File: src/rtl/clock_mode_ctrl.sv
// rtl/clock_mode_ctrl.sv - key/mode controller for the multi-mode clock
//
// Purpose:
//   Synchronises the four push-buttons, detects press edges and sequences
//   the view/edit modes (clock, time-set, stopwatch, alarm). Emits one-cycle
//   one-hot adjust pulses to the clock and alarm counters, the display
//   source select, the flash mask and the stopwatch run flag.
//
// Optional feature: CLOCK_MODE_CTRL_AUTO_REPEAT_EN (auto-repeat of held
//   inc/dec keys). The default build (macro undefined) has no repeat logic.
//
// Ports:
//   clk_out    in   1  block clock
//   top_rst    in   1  asynchronous, active-high reset
//   key_n      in   4  raw buttons, active-low: [0] mode, [1] select/run, [2] inc, [3] dec
//   alarming   in   1  alarm currently ringing
//   mode       out  2  0 clock, 1 time-set, 2 stopwatch, 3 alarm
//   flash      out  3  one-hot field being edited {hour,min,sec}
//   clock_inc  out  3  one-cycle increment pulse to clock
//   clock_dec  out  3  one-cycle decrement pulse to clock
//   alarm_inc  out  3  one-cycle increment pulse to alarm setting
//   alarm_dec  out  3  one-cycle decrement pulse to alarm setting
//   sw_run     out  1  stopwatch run enable
//   alarm_ack  out  1  one-cycle pulse: silence alarm
module clock_mode_ctrl #(
  parameter int IDLE_TIMEOUT = 16
`ifdef CLOCK_MODE_CTRL_AUTO_REPEAT_EN
  ,
  parameter int REPEAT_DELAY = 4,
  parameter int REPEAT_RATE  = 2
`endif
) (
  input  logic       clk_out,
  input  logic       top_rst,
  input  logic [3:0] key_n,
  input  logic       alarming,
  output logic [1:0] mode,
  output logic [2:0] flash,
  output logic [2:0] clock_inc,
  output logic [2:0] clock_dec,
  output logic [2:0] alarm_inc,
  output logic [2:0] alarm_dec,
  output logic       sw_run,
  output logic       alarm_ack
);

  typedef enum logic [3:0] {
    CLK_VIEW = 4'd0,
    TS_IDLE  = 4'd1,
    TS_HOUR  = 4'd2,
    TS_MIN   = 4'd3,
    TS_SEC   = 4'd4,
    SW_VIEW  = 4'd5,
    AL_IDLE  = 4'd6,
    AL_HOUR  = 4'd7,
    AL_MIN   = 4'd8,
    AL_SEC   = 4'd9
  } state_t;

  localparam int CW = $clog2(IDLE_TIMEOUT + 1);
  localparam logic [CW-1:0] IDLE_LAST = CW'(IDLE_TIMEOUT);

  state_t        state, state_nxt;
  logic [3:0]    sync1, sync2, sync3;
  logic [3:0]    press;
  logic          any_press;
  logic [CW-1:0] idle_cnt, idle_nxt;
  logic          sw_run_nxt, ack_nxt;
  logic [2:0]    cinc_nxt, cdec_nxt, ainc_nxt, adec_nxt;
  logic          adj_fire, adj_dec;
  logic [2:0]    cur_field;

  // Keys are active-low: a press is sync2 newly low while sync3 is still high.
  assign press     = sync3 & ~sync2;
  assign any_press = |press;

  function automatic logic [2:0] field_of(input state_t s);
    case (s)
      TS_HOUR, AL_HOUR: field_of = 3'b100;
      TS_MIN,  AL_MIN:  field_of = 3'b010;
      TS_SEC,  AL_SEC:  field_of = 3'b001;
      default:          field_of = 3'b000;
    endcase
  endfunction

  function automatic logic [1:0] mode_of(input state_t s);
    case (s)
      TS_IDLE, TS_HOUR, TS_MIN, TS_SEC: mode_of = 2'd1;
      SW_VIEW:                          mode_of = 2'd2;
      AL_IDLE, AL_HOUR, AL_MIN, AL_SEC: mode_of = 2'd3;
      default:                          mode_of = 2'd0;
    endcase
  endfunction

  // Edit states are the ones subject to the idle timeout.
  function automatic logic is_edit(input state_t s);
    case (s)
      TS_IDLE, TS_HOUR, TS_MIN, TS_SEC,
      AL_IDLE, AL_HOUR, AL_MIN, AL_SEC: is_edit = 1'b1;
      default:                          is_edit = 1'b0;
    endcase
  endfunction

  assign cur_field = field_of(state);

`ifdef CLOCK_MODE_CTRL_AUTO_REPEAT_EN
  localparam int REP_MAX = (REPEAT_DELAY > REPEAT_RATE) ? REPEAT_DELAY : REPEAT_RATE;
  localparam int RW      = $clog2(REP_MAX + 1);
  localparam logic [RW-1:0] DELAY_LAST = RW'(REPEAT_DELAY - 1);
  localparam logic [RW-1:0] RATE_LAST  = RW'(REPEAT_RATE - 1);

  logic          rep_active, rep_active_nxt;
  logic          rep_dec, rep_dec_nxt;
  logic          rep_first, rep_first_nxt;
  logic [RW-1:0] rep_cnt, rep_cnt_nxt;
  logic          rep_hold, rep_fire, adj_press;

  // Repeat continues only while the same single key stays down in the same
  // edit field with no other press and no ringing alarm.
  assign rep_hold = rep_active && (cur_field != 3'b000) && !alarming && !any_press &&
                    (rep_dec ? (sync2[2] & ~sync2[3]) : (~sync2[2] & sync2[3]));
  assign rep_fire = rep_hold && (rep_cnt == (rep_first ? DELAY_LAST : RATE_LAST));
`endif

  always_comb begin
    state_nxt  = state;
    sw_run_nxt = sw_run;
    ack_nxt    = 1'b0;
    cinc_nxt   = 3'b000;
    cdec_nxt   = 3'b000;
    ainc_nxt   = 3'b000;
    adec_nxt   = 3'b000;
    adj_fire   = 1'b0;
    adj_dec    = 1'b0;
    idle_nxt   = idle_cnt;
`ifdef CLOCK_MODE_CTRL_AUTO_REPEAT_EN
    adj_press  = 1'b0;
`endif

    if (state > AL_SEC) begin
      state_nxt = CLK_VIEW;
    end else if (alarming && any_press) begin
      // A press while ringing only silences the alarm.
      ack_nxt = 1'b1;
    end else if (press[0]) begin
      case (state)
        CLK_VIEW:                         state_nxt = TS_IDLE;
        TS_IDLE, TS_HOUR, TS_MIN, TS_SEC: state_nxt = SW_VIEW;
        SW_VIEW:                          state_nxt = AL_IDLE;
        default:                          state_nxt = CLK_VIEW;
      endcase
    end else if (press[1]) begin
      case (state)
        TS_IDLE, TS_SEC: state_nxt = TS_HOUR;
        TS_HOUR:         state_nxt = TS_MIN;
        TS_MIN:          state_nxt = TS_SEC;
        AL_IDLE, AL_SEC: state_nxt = AL_HOUR;
        AL_HOUR:         state_nxt = AL_MIN;
        AL_MIN:          state_nxt = AL_SEC;
        SW_VIEW:         sw_run_nxt = ~sw_run;
        default:         ;
      endcase
    end else if (press[2] ^ press[3]) begin
      adj_fire = 1'b1;
      adj_dec  = press[3];
`ifdef CLOCK_MODE_CTRL_AUTO_REPEAT_EN
      adj_press = 1'b1;
`endif
    end
`ifdef CLOCK_MODE_CTRL_AUTO_REPEAT_EN
    else if (rep_fire) begin
      adj_fire = 1'b1;
      adj_dec  = rep_dec;
    end
`endif
    else if (!any_press && is_edit(state) && idle_cnt == IDLE_LAST) begin
      state_nxt = CLK_VIEW;
    end

    // The field mask is zero outside edit fields, so ignored presses emit nothing.
    if (adj_fire) begin
      if (mode_of(state) == 2'd1) begin
        if (adj_dec) cdec_nxt = cur_field;
        else         cinc_nxt = cur_field;
      end else if (mode_of(state) == 2'd3) begin
        if (adj_dec) adec_nxt = cur_field;
        else         ainc_nxt = cur_field;
      end
    end

    if (any_press || state_nxt != state) begin
      idle_nxt = '0;
    end
`ifdef CLOCK_MODE_CTRL_AUTO_REPEAT_EN
    else if (rep_hold) begin
      idle_nxt = '0;
    end
`endif
    else if (idle_cnt != IDLE_LAST) begin
      idle_nxt = idle_cnt + 1'b1;
    end
  end

`ifdef CLOCK_MODE_CTRL_AUTO_REPEAT_EN
  always_comb begin
    rep_active_nxt = 1'b0;
    rep_dec_nxt    = rep_dec;
    rep_first_nxt  = rep_first;
    rep_cnt_nxt    = '0;
    if (adj_press && cur_field != 3'b000) begin
      rep_active_nxt = 1'b1;
      rep_dec_nxt    = press[3];
      rep_first_nxt  = 1'b1;
    end else if (rep_hold) begin
      rep_active_nxt = 1'b1;
      if (rep_fire) begin
        rep_first_nxt = 1'b0;
      end else begin
        rep_cnt_nxt = rep_cnt + 1'b1;
      end
    end
  end

  always_ff @(posedge clk_out or posedge top_rst) begin
    if (top_rst) begin
      rep_active <= 1'b0;
      rep_dec    <= 1'b0;
      rep_first  <= 1'b0;
      rep_cnt    <= '0;
    end else begin
      rep_active <= rep_active_nxt;
      rep_dec    <= rep_dec_nxt;
      rep_first  <= rep_first_nxt;
      rep_cnt    <= rep_cnt_nxt;
    end
  end
`endif

  always_ff @(posedge clk_out or posedge top_rst) begin
    if (top_rst) begin
      sync1     <= 4'hF;
      sync2     <= 4'hF;
      sync3     <= 4'hF;
      state     <= CLK_VIEW;
      idle_cnt  <= '0;
      mode      <= 2'd0;
      flash     <= 3'b000;
      clock_inc <= 3'b000;
      clock_dec <= 3'b000;
      alarm_inc <= 3'b000;
      alarm_dec <= 3'b000;
      sw_run    <= 1'b0;
      alarm_ack <= 1'b0;
    end else begin
      sync1     <= key_n;
      sync2     <= sync1;
      sync3     <= sync2;
      state     <= state_nxt;
      idle_cnt  <= idle_nxt;
      // Registered decode of the next state keeps mode/flash glitch-free.
      mode      <= mode_of(state_nxt);
      flash     <= field_of(state_nxt);
      clock_inc <= cinc_nxt;
      clock_dec <= cdec_nxt;
      alarm_inc <= ainc_nxt;
      alarm_dec <= adec_nxt;
      sw_run    <= sw_run_nxt;
      alarm_ack <= ack_nxt;
    end
  end

endmodule

File: config.mk
export PLATFORM = sky130hd
export DESIGN_NAME = clock_mode_ctrl
export DESIGN_NICKNAME = d
export VERILOG_FILES = /design/src/rtl/clock_mode_ctrl.sv
export SDC_FILE = /design/constraint.sdc
export NUM_CORES = 1
export LEC_CHECK = 0
export CAP_MARGIN = 5
export CORE_ASPECT_RATIO = 1.5
export CORE_UTILIZATION = 48
export DETAILED_ROUTE_END_ITERATION = 8
export PLACE_DENSITY = 0.71
export SYNTH_ARGS = -nofsm -noshare
export SYNTH_HDL_FRONTEND = slang
export SYNTH_SLANG_ARGS = --single-unit
File: constraint.sdc
create_clock -name clk_out -period 2 [get_ports clk_out]
set_input_delay 0.4 -clock clk_out [delete_from_list [all_inputs] [get_ports clk_out]]
set_output_delay 0.4 -clock clk_out [all_outputs]
set_load 0.01 [all_outputs]
=== After elaboration in Yosys (flattened, before gate mapping) ===
Memories as Yosys holds them, arrays and structs flattened. A register that Yosys moved wholly into a read port is not among the register bits.
Index checks and enable logic that the tools add are counted.
W data, S select, Z words.

* Register bits: 38
* Output and inout port bits: 19
* Logic and storage cells: 107
* Bits in latches: 0
* Memories: 4
* Bits in read-only memories: 112
* RAM bits: 0
* Input port bits: 7

* Reductions and logical operators: 18
* Order comparisons: 1
* Bitwise operators: 7
* Multiply operators: 0
* Add/sub/neg operators: 1
* Muxes and demuxes: 44
* Div/mod/pow operators: 0
* Eq/ne operators: 20
* Shifts and indexed selects: 0

{| class="wikitable"
|+ Memory list
! name !! words !! width !! read ports !! clocked after Yosys merged registers in !! wr ports !! line !! source
|-
| (no name shown) || 16 || 2 || 1 || 1 || 0 || 87 || <nowiki>case (s)</nowiki>
|-
| (no name shown) || 16 || 2 || 1 || 0 || 0 || 87 ||
|-
| (no name shown) || 16 || 2 || 1 || 0 || 0 || 87 ||
|-
| (no name shown) || 16 || 1 || 1 || 0 || 0 || 97 || <nowiki>case (s)</nowiki>
|}

{| class="wikitable"
|+ Operators by type and width
! cell !! number
|-
| $mux W3 || 12
|-
| $pmux W3 S3 || 3
|-
| $eq A4 B3 Y1 const B || 6
|-
| $mux W4 || 6
|-
| $pmux W4 S6 || 1
|-
| $mux W1 || 17
|-
| $eq A4 B2 Y1 const B || 4
|-
| $eq A4 B4 Y1 const B || 4
|-
| $reduce_or A2 Y1 || 8
|-
| $mux W5 || 2
|-
| $reduce_or A4 Y1 || 2
|-
| $mux W2 || 3
|-
| $add A5 B1 Y5 const B || 1
|-
| $eq A5 B5 Y1 const B || 1
|-
| $ne A5 B5 Y1 const B || 1
|-
| $reduce_and A5 Y1 || 1
|-
| $and A4 B4 Y4 || 1
|-
| $eq A4 B1 Y1 const B || 1
|-
| $gt A4 B4 Y1 const B || 1
|-
| $logic_not A4 Y1 || 1
|-
| $ne A4 B4 Y1 || 1
|-
| $not A1 Y1 || 4
|-
| $not A4 Y4 || 1
|-
| $logic_and A1 B1 Y1 || 3
|-
| 6 further kinds || 6
|}

=== Longest topological paths before layout ===
* Depth after elaboration: 19
* Depth in mapped cells: 9

=== Worst setup path after synthesis ===
OpenSTA, ideal clock, no wires.

* Path type: register to register
* From: register sync2[2]
* To: register mode[0]
* Arrival: 2.017 ns
* Stages on the path, launching flop included: 9
* Data required time: 1.868 ns
* Path buffers: 0
* Setup slack: -0.149 ns
* Library setup time: 0.132 ns
* Path through: dfstp_2 -> nand2b_1 -> ha_1 -> nand3_1 -> a211o_1 -> a21oi_1 -> o22ai_2 -> xnor2_1 -> or3b_1

* Word-level cells in the longest chain between the ends: 12

{| class="wikitable"
|+ Ends and longest elaborated chain
! element !! line !! source
|-
| start: declaration || 64 || <nowiki>logic [3:0] sync1, sync2, sync3;</nowiki>
|-
| start signal: assignment || 256 || <nowiki>sync2 <= sync1;</nowiki>
|-
| $not A4 Y4 * || 74 || <nowiki>assign press = sync3 & ~sync2;</nowiki>
|-
| $and A4 B4 Y4 * || 74 ||
|-
| $reduce_or A4 Y1 || 75 || <nowiki>assign any_press = |press;</nowiki>
|-
| $logic_not A1 Y1 || 176 || <nowiki>else if (!any_press && is_edit(state) && idle_cnt == IDLE_LAST) begin</nowiki>
|-
| $logic_and A1 B1 Y1 (2 in a row) || 176 ||
|-
| $mux W4 || 176 ||
|-
| $mux W4 || 163 || <nowiki>end else if (press[2] ^ press[3]) begin</nowiki>
|-
| $mux W4 || 152 || <nowiki>end else if (press[1]) begin</nowiki>
|-
| $mux W4 || 145 || <nowiki>end else if (press[0]) begin</nowiki>
|-
| $mux W4 * || 142 || <nowiki>end else if (alarming && any_press) begin</nowiki>
|-
| $mux W4 * || 140 || <nowiki>if (state > AL_SEC) begin</nowiki>
|-
| via state_nxt[2] || 63 || <nowiki>state_t state, state_nxt;</nowiki>
|-
| end: declaration || 37 || <nowiki>output logic [1:0] mode,</nowiki>
|}

The timed path passes the listed nets; every way through them passes the cells marked *.
A chain may end at the register's enable or synchronous reset.

=== Worst setup path in the final report ===
* From: register sync2[3]
* To: register mode[0]

The elaborated chain is that of the path after synthesis.

==> metrics.csv <==
stage;metric;value;unit
grt;grt_overflow;0;
grt;grt_pass1_wl;6.98;mm
logic_synthesis;synthCells;171;
clock_tree;cts_buffers;5;
setup_path;path_max_fanout;3;
logic_synthesis;synth_top_cells_by_count;28 x dfrtp_1, 24 x nor2_1, 13 x nand2_1;
place;place_ws;-0.249;ns
logic_synthesis;yosysTopAreaCellShare;0.386;
finish;drive_above_1_share;0.355;
place;gp_congestion;0.904;
sta;setup_slack;-0.243;ns
status;status;finished, violations left;
clock_tree;htreeDepth;2;
logic_synthesis;async_flop_share;1.00;
min_path;hold_class;reg2reg;
logic_synthesis;yosys.area.top_type;dfrtp_1;
logic_synthesis;synth_seq_cells;40;
run;cap_viol_max_count;0;
clock_tree;cts_tree;done;
grt;grt_antenna_before_repair;0;
logic_synthesis;syn-mean-instance-area;10.6;µm²
logic_synthesis;ys_warn_count;0;
clock_tree;cts_root_buf;clkbuf_8;
clock_tree;postCtsHoldBufs;0;
route;drt_iter0_drc;37;
setup_path;timing.rr.end;mode[0]$_DFF_PP0_;
floorplanning;rows;27;
sta;tightest_slew;0.479;ns
route;vias;1520;
min_path;worstHoldStart;sync1[3]$_DFF_PP1_;
floorplanning;die_x;52.2;µm
setup_path;arrival;2.41;ns
logic_synthesis;synth.distinct_cells;45;
route;wirelength;4.23;mm
route;ant_nets;0;
setup_path;critPathLaunchType;flop;
sta;rsz0062_at_grt;true;
finish;utilization;0.716;
status;violations;negative setup slack;
min_path;min_to;sync2[3]$_DFF_PP1_;
sta;max_freq;446;MHz
setup_path;ff2ff_path_depth;8;
sta;finalSetupViolations;5;
clock_tree;clock-sinks;40;
floorplanning;dieArea;4030;µm²
finish;final_nets;252;
clock_tree;insertion_delay;0.29;ns
sta;finalHoldViolations;0;
logic_synthesis;synth_edf_count;0;
sta;slew_headroom;0.681;
logic_synthesis;synth_seq_area_share;0.560;
setup_path;timing.rr.start;sync2[3]$_DFF_PP1_;
logic_synthesis;synth_ff_type;dfrtp_1;
finish;instances_no_fill;285;
finish;num_antenna_cells;0;
setup_path;end_kind;flop;
min_path;min_path_cells;0;
grt;grtUsageTotal;0.237;
floorplanning;initial_core_util;0.497;
power_and_ir_drop;ir_drop;0.806;mV
logic_synthesis;ys_top_cells_by_area;dfrtp_1 39%, dfstp_2 17%, nor2_1 5.0%;
sta;drv_slew;0;
route;route.detailed.drc;0;
grt;grt_max_degree;41;
finish;fillCellCount;293;
route;drt_pass1_iterations;4;
floorplanning;fp.dieH;77.3;µm
floorplanning;core_area;3650;µm²
power_and_ir_drop;leakagePower;1.17;nW
logic_synthesis;synthMostInstantiatedCell;dfrtp_1;
floorplanning;ioPinCount;26;
grt;grt_pass1_vias;1595;
finish;area_growth;44.0;%
place;dp.final_hpwl;3.19;mm
route;via_per_inst;5.33;
place;numPlacedInstances;273;
power_and_ir_drop;power.density;1100;nW/µm²
logic_synthesis;synth_area;1810;µm²
sta;skew;0.00134;ns
clock_tree;clk_pin_slew;0.07;ns
logic_synthesis;synth_fp_nets;182;
sta;fin_crit_sh;1.12;
setup_path;path_class;reg2reg;
route;routedWlPerCell;14.9;µm
place;port-buffer-count;25;
sta;fin_crit;2.24;ns
setup_path;crit_required;2.16;ns
setup_path;reg2reg_slack;-0.24;ns
clock_tree;cts_buffer_depth;2;
[final cells by class]
class | instances | area, µm² | area share
multi-input combinational | 117 | 826 | 0.316
sequential | 40 | 1020 | 0.389
clock buffer | 6 | 82.6 | 0.0316
clock inverter | 2 | 12.5 | 0.00479
inverter | 8 | 30.0 | 0.0115
tap | 43 | 53.8 | 0.0206
timing repair buffer | 69 | 592 | 0.227
[registers in the layout (all words and copies together) (netlist names)]
name       count
alarm_ack      1
alarm_dec      3
alarm_inc      3
clock_dec      3
clock_inc      3
flash          3
idle_cnt       5
mode           2
state          4
sw_run         1
sync1          4
sync2          4
sync3          4
[how the worst max path moves through the flow]
stage	from	endpoint	slack (ns)
after global routing	sync2[3]$_DFF_PP1_	mode[0]$_DFF_PP0_	-0.30
final	sync2[3]$_DFF_PP1_	mode[0]$_DFF_PP0_	-0.24
after CTS	sync2[3]$_DFF_PP1_	mode[0]$_DFF_PP0_	-0.23
after floorplan	sync3[2]$_DFF_PP1_	mode[0]$_DFF_PP0_	-0.15
after global placement	sync3[2]$_DFF_PP1_	mode[0]$_DFF_PP0_	-0.21
after detailed placement	sync2[2]$_DFF_PP1_	mode[0]$_DFF_PP0_	-0.25
[worst max-delay path: stages, from the launching register on]
cell and delay, ns:
dfstp_2 0.53, nand2b_4 0.13, ha_4 0.20, nand2b_4 0.15, a211oi_4 0.24, o221ai_1 0.18, a22oi_2 0.20, inv_1 0.10
or3b_1 0.40
[layout by cell type, fill, tap and decap left out, drive strengths merged, types with 2 or more instances in the layout]
cell type and instances:
buf 44, nand2 13, nor2b 4, and2b 2, o21ai 9, xor2 3, inv 10, a21oi 7
clkbuf 6, clkdlybuf4s50 25, nor3 8, xnor2 3, nor2 24, nand4 3, ha 4, nand3 5
dfrtp 28, a211oi 2, a21o 2, dfstp 12, o22ai 3, nand2b 7
[per-stage QoR]
stage	power, mW	hold slack [ns]	instance area (µm²)	TNS (ns)
final	2.88	0.358	2610	-0.678
after global routing	3.05	0.362	2610	-1.15
after CTS	2.74	0.360	2550	-0.795
after detailed placement	2.11	0.348	2390	-0.741
after global placement	2.10	0.347	2390	-0.584
after floorplan	1.59	0.345	1820	-0.221
[report_power, final]
group	total [mW]	switching, mW	internal (mW)
registers	1.01	0.0794	0.929
logic	1.31	0.617	0.693
clock network	0.558	0.277	0.281
[cell families after synthesis]
family          count (synthesis)  synth area share
simple gates                   74             0.212
mux                             1           0.00552
buf+inv                        14            0.0352
xor+xnor                        6            0.0290
fa+ha+maj                       4            0.0276
flops                          40             0.560
compound gates                 32             0.130
[timing repair]
| action | CTS | global route |
|---|---|---|
| pin swaps | 6 | 6 |
| gates cloned | 0 | 0 |
| setup buffers | 2 | 2 |
| resized for setup | 9 | 13 |
| endpoints found under the setup margin | 11 | 11 |
[routing by layer]
metal	global-route usage	vias to the layer above	wire, µm	part of all wire
met5	0	-	0	0
met4	0.0974	0	134	0.032
met3	0.0575	15	158	0.037
met2	0.438	44	2420	0.57
met1	0.239	735	1520	0.36
li1	-	726	-	-
Note: power is estimated with default switching activity, not from simulation.
